--- config.mk ---
export PLATFORM = sky130hd
export DESIGN_NAME = fifo_ctrl
export DESIGN_NICKNAME = d
export VERILOG_FILES = /design/src/rtl/fifo_ctrl.sv
export SDC_FILE = /design/constraint.sdc
export NUM_CORES = 1
export LEC_CHECK = 0
export BUFFER_PORTS_ARGS = -buffer_cell sky130_fd_sc_hd__buf_2
export CAP_MARGIN = 20
export CELL_PAD_IN_SITES_DETAIL_PLACEMENT = 1
export CELL_PAD_IN_SITES_GLOBAL_PLACEMENT = 1
export CORE_ASPECT_RATIO = 1.1
export CORE_UTILIZATION = 33
export CTS_CLUSTER_DIAMETER = 150
export DETAILED_ROUTE_END_ITERATION = 8
export PLACE_DENSITY = 0.82
export SLEW_MARGIN = 20
export SYNTH_ARGS = -nofsm -noshare
export SYNTH_HDL_FRONTEND = slang
export SYNTH_SLANG_ARGS = --single-unit
--- constraint.sdc ---
create_clock -name clk -period 3.3 [get_ports clk]
set_input_delay 0.165 -clock clk [delete_from_list [all_inputs] [get_ports clk]]
set_output_delay 0.165 -clock clk [all_outputs]
set_load 0.02 [all_outputs]
--- src/rtl/fifo_ctrl.sv ---
// fifo_ctrl
// ---------
// Pointer/flag controller for a first-word-fall-through FIFO. The storage
// array lives outside this block. It is written synchronously through
// w_en/w_addr and read asynchronously at r_addr, so the head word is always
// visible at r_addr.
//
// The pointers are ADDR_WIDTH+1 bits wide. The extra MSB tells full apart
// from empty when the low bits are equal. All status flags are derived from
// the registered pointers, so none of them has a combinational path from
// wr or rd.
//
// Ports:
//   clk          in   single clock, rising edge
//   rst_n        in   asynchronous active-low reset
//   wr           in   push request (write data already on the storage bus)
//   rd           in   pop request (head word already on the storage bus)
//   clr          in   synchronous flush, overrides wr/rd
//   w_en         out  storage write strobe (combinational)
//   w_addr       out  storage write address
//   r_addr       out  storage read address (head of queue)
//   full         out  count == DEPTH
//   empty        out  count == 0
//   almost_full  out  count >= AF_LEVEL
//   almost_empty out  count <= AE_LEVEL
//   count        out  stored words, 0..DEPTH
//   overflow     out  sticky, a push was rejected
//   underflow    out  sticky, a pop was rejected
module fifo_ctrl #(
  parameter int ADDR_WIDTH = 3,
  parameter int AF_LEVEL   = 6,
  parameter int AE_LEVEL   = 1
) (
  input  logic                  clk,
  input  logic                  rst_n,
  input  logic                  wr,
  input  logic                  rd,
  input  logic                  clr,
  output logic                  w_en,
  output logic [ADDR_WIDTH-1:0] w_addr,
  output logic [ADDR_WIDTH-1:0] r_addr,
  output logic                  full,
  output logic                  empty,
  output logic                  almost_full,
  output logic                  almost_empty,
  output logic [ADDR_WIDTH:0]   count,
  output logic                  overflow,
  output logic                  underflow
);

  logic [ADDR_WIDTH:0] wptr;
  logic [ADDR_WIDTH:0] rptr;
  logic                push_ok;
  logic                pop_ok;

  assign w_addr = wptr[ADDR_WIDTH-1:0];
  assign r_addr = rptr[ADDR_WIDTH-1:0];

  assign empty = (wptr == rptr);
  assign full  = (wptr[ADDR_WIDTH] != rptr[ADDR_WIDTH]) &&
                 (wptr[ADDR_WIDTH-1:0] == rptr[ADDR_WIDTH-1:0]);

  // The modular difference of the pointers is exactly the occupancy,
  // including DEPTH when full, because the pointers carry one extra bit.
  assign count = wptr - rptr;

  assign almost_full  = (int'(count) >= AF_LEVEL);
  assign almost_empty = (int'(count) <= AE_LEVEL);

  // A push into a full FIFO is still accepted when a pop happens in the same
  // cycle: the write lands in the slot being vacated. A simultaneous pop is
  // always accepted when full, because full implies not empty.
  assign push_ok = wr && !clr && (!full || rd);
  assign pop_ok  = rd && !clr && !empty;

  // Gating with rst_n keeps the storage from being written while in reset.
  assign w_en = push_ok && rst_n;

  // Plain +1 on the extended pointer wraps the low bits from DEPTH-1 to 0
  // and toggles the MSB. No other modulo logic is needed.
  always_ff @(posedge clk or negedge rst_n) begin
    if (!rst_n) begin
      wptr      <= '0;
      rptr      <= '0;
      overflow  <= 1'b0;
      underflow <= 1'b0;
    end else if (clr) begin
      wptr      <= '0;
      rptr      <= '0;
      overflow  <= 1'b0;
      underflow <= 1'b0;
    end else begin
      if (push_ok) wptr <= wptr + 1'b1;
      if (pop_ok)  rptr <= rptr + 1'b1;
      if (wr && !push_ok) overflow  <= 1'b1;
      if (rd && empty)    underflow <= 1'b1;
    end
  end

endmodule

==> qor.yml <==
grt_usage: 0.167
relSlewSlack: 0.650
required_ns: 3.13
worstPathMaxFanout: 5
setup_ws_ns: 1.15
syn_nets: 97
grt_antenna_before_repair: 0
clockBufferDepth: 2
cts_sinks: 10
area_delta_synth_final_pct: 17.9
coreArea_mm2: 0.00206
drc: 0
first_pass_iters: 4
use_met3: 0.0208
maxCapViolCount: 0
busiest_layer: "met2"
sequentialPowerShare: 0.310
insertion_delay_ns: 0.27
grt_pass1_vias: 684
status: "finished clean"
ios: 22
synth_edf_count: 0
clockPowerShare: 0.243
crit_path_start: "wptr[0]"
ff2ff_setup_slack_ns: 1.46
die_w_um: 47.4
post_cts_buffers: 0
synth_seq_cells: 10
powerDensity_mw_per_mm2: 520
p_int_uw: 269
syn_area_per_cell_um2: 8.71
grt_use_met2: 0.285
tightestPinTransition_ns: 0.522
cts_inserted_buffers: 3
skew_ns: 0.00439
finalHoldViolCount: 0
syn_inst: 86
layout-drive-gt1-share: 0.288
p_sw_uw: 190
wire_per_inst_um: 13.3
async_reset_ff_frac: 1.00
synth-main-ff-cell: "dfrtp_1"
ys_warn_count: 0
p_sw_frac: 0.413
p_leak_uw: 0.000479
peakVddDrop_v: 0.000277
r2r-end: "rptr[0]"
grt_pass1_wl_mm: 2.93
ys_types: 26
endpoint_kind: "output pin"
r2r_cells: 5
crit_path_end: "almost_full"
setup_viol: 0
grt_overflow: 0
dp_hpwl_mm: 1.41
grt_max_degree: 17
die_area_mm2: 0.00247
cts_resized: 0
grt_setup_unrepaired: "false"
met1_usage: 0.208
ant_nets: 0
arrival_ns: 1.98
viasPerCell: 5.20
layout.nets: 116
hold_class: "input pin to register"
start_util: 0.363
cts.htree.levels: 1
period_needed_ns: 2.15
comb_power_share: 0.447
drtIter0Drc: 6
cts_tree: "yes"
rows: 17
setup.worst_path.class: "register to output pin"
port_buffers: 21
setup_tns_ns: 0
die_h_um: 52.0
root_buffer: "clkbuf_4"
max_freq_ghz: 0.465
ys_seq_area_frac: 0.334
place.gp.congestion: 0.808
antenna_cells: 0
wl_mm: 1.76
r2r-start: "wptr[0]"
pre_cts_ws_ns: 1.45
fill_cells: 271
clkTransAtPathRegs_ns: 0.07
synthesis.area_um2: 749
start_kind: "register"
slew_viol_final: 0
min_period_over_period: 0.651
vias: 687
flip-flops by register name, indices dropped and copies added, names as in the netlist:
signal     cells
overflow       1
rptr           4
underflow      1
wptr           4
placed cells by master, fill, tap and decap left out, drive strengths merged:
master       synthesis  final
buf                  6     21
nor2                14     14
dfrtp               10     10
inv                  8      8
mux2                 6      6
a21oi                5      5
nand2                5      5
ha                   5      5
nor2b                4      4
clkbuf               2      4
and3                 3      3
a31oi                3      3
xnor2                2      2
nand4                2      2
nand3b               1      1
xor2                 1      1
nand3                1      1
o31a                 1      1
o21ai                1      1
o21a                 1      1
o2111ai              1      1
o31ai                1      1
a41oi                1      1
mux2i                1      1
fa                   1      1
dlygate4sd3          0      1
worst max-delay path, stage by stage, from the launching register on:
cell and delay, ns:
dfrtp_1 0.42, inv_1 0.08, ha_1 0.23, fa_1 0.38, xnor2_1 0.24, nand2_1 0.08
o21ai_0 0.08, buf_2 0.20
power groups by stage:
stage	Combinational, uW	Sequential, uW	Clock [uW]
4_1_cts	208	142	116
6_report	205	142	112
3_5_place_dp	205	145	0
2_1_floorplan	147	144	0
5_1_grt	226	144	123
3_3_place_gp	197	144	0
final cells by class:
class | count | area, um2 | area share
inverter | 8 | 30.0 | 0.0340
clock buffer | 4 | 36.3 | 0.0411
timing repair buffer | 22 | 115 | 0.130
tap | 28 | 35.0 | 0.0397
multi-input combinational | 60 | 417 | 0.472
sequential | 10 | 250 | 0.283
layer usage:
| metal | share of wire | vias to the layer above |
|---|---|---|
| li1 | - | 324 |
| met1 | 0.44 | 337 |
| met2 | 0.52 | 21 |
| met3 | 0.034 | 5 |
| met4 | 0.014 | 0 |
| met5 | 0 | - |
cells by family after synthesis:
logic type / Yosys count / share of synthesized area
adder cells (fa/ha/maj): 6 / 0.110
multiplexers: 7 / 0.103
buffers and inverters: 16 / 0.110
AND/OR/NAND/NOR: 30 / 0.187
flip-flops: 10 / 0.334
XOR/XNOR: 3 / 0.0351
AO/OA/AOI/OAI: 14 / 0.120
per-stage QoR:
stage	area, um2	cells	total power, uW	hold WS (ns)	utilization
global route	883	132	493	0.260	0.428
CTS	883	132	466	0.240	0.428
finish	883	132	459	0.240	0.428
floorplan	749	86	292	-0.131	-
global placement	837	127	341	0.0432	0.406
detailed placement	837	127	350	0.0442	0.406
what timing repair did:
item	CTS	global route
endpoints found under the setup margin	0	0
hold buffers	1	0
endpoints found under the hold margin	10	0
synth_stat cells (2+ instances only):
library cell,number,area share
a21oi_1,5,0.033
clkbuf_1,2,0.010
dfrtp_1,10,0.33
a31oi_1,3,0.025
ha_1,5,0.083
nor2_1,14,0.070
and3_1,3,0.025
mux2_2,5,0.075
buf_4,6,0.060
nand2_1,5,0.025
xnor2_1,2,0.023
nand4_1,2,0.017
inv_1,8,0.040
nor2b_1,4,0.033
worst min-delay path by stage:
stage | start | endpoint | slack, ns | depth (start not counted)
3_5_place_dp | rst_n | wptr[2] | 0.04 | 1
2_1_floorplan | rst_n | overflow | -0.13 | 0
5_1_grt | rd | rptr[1] | 0.26 | 3
3_3_place_gp | rst_n | wptr[2] | 0.04 | 1
6_report | wr | overflow | 0.24 | 3
4_1_cts | rd | rptr[1] | 0.24 | 3
(Power assumes the default switching activity.)
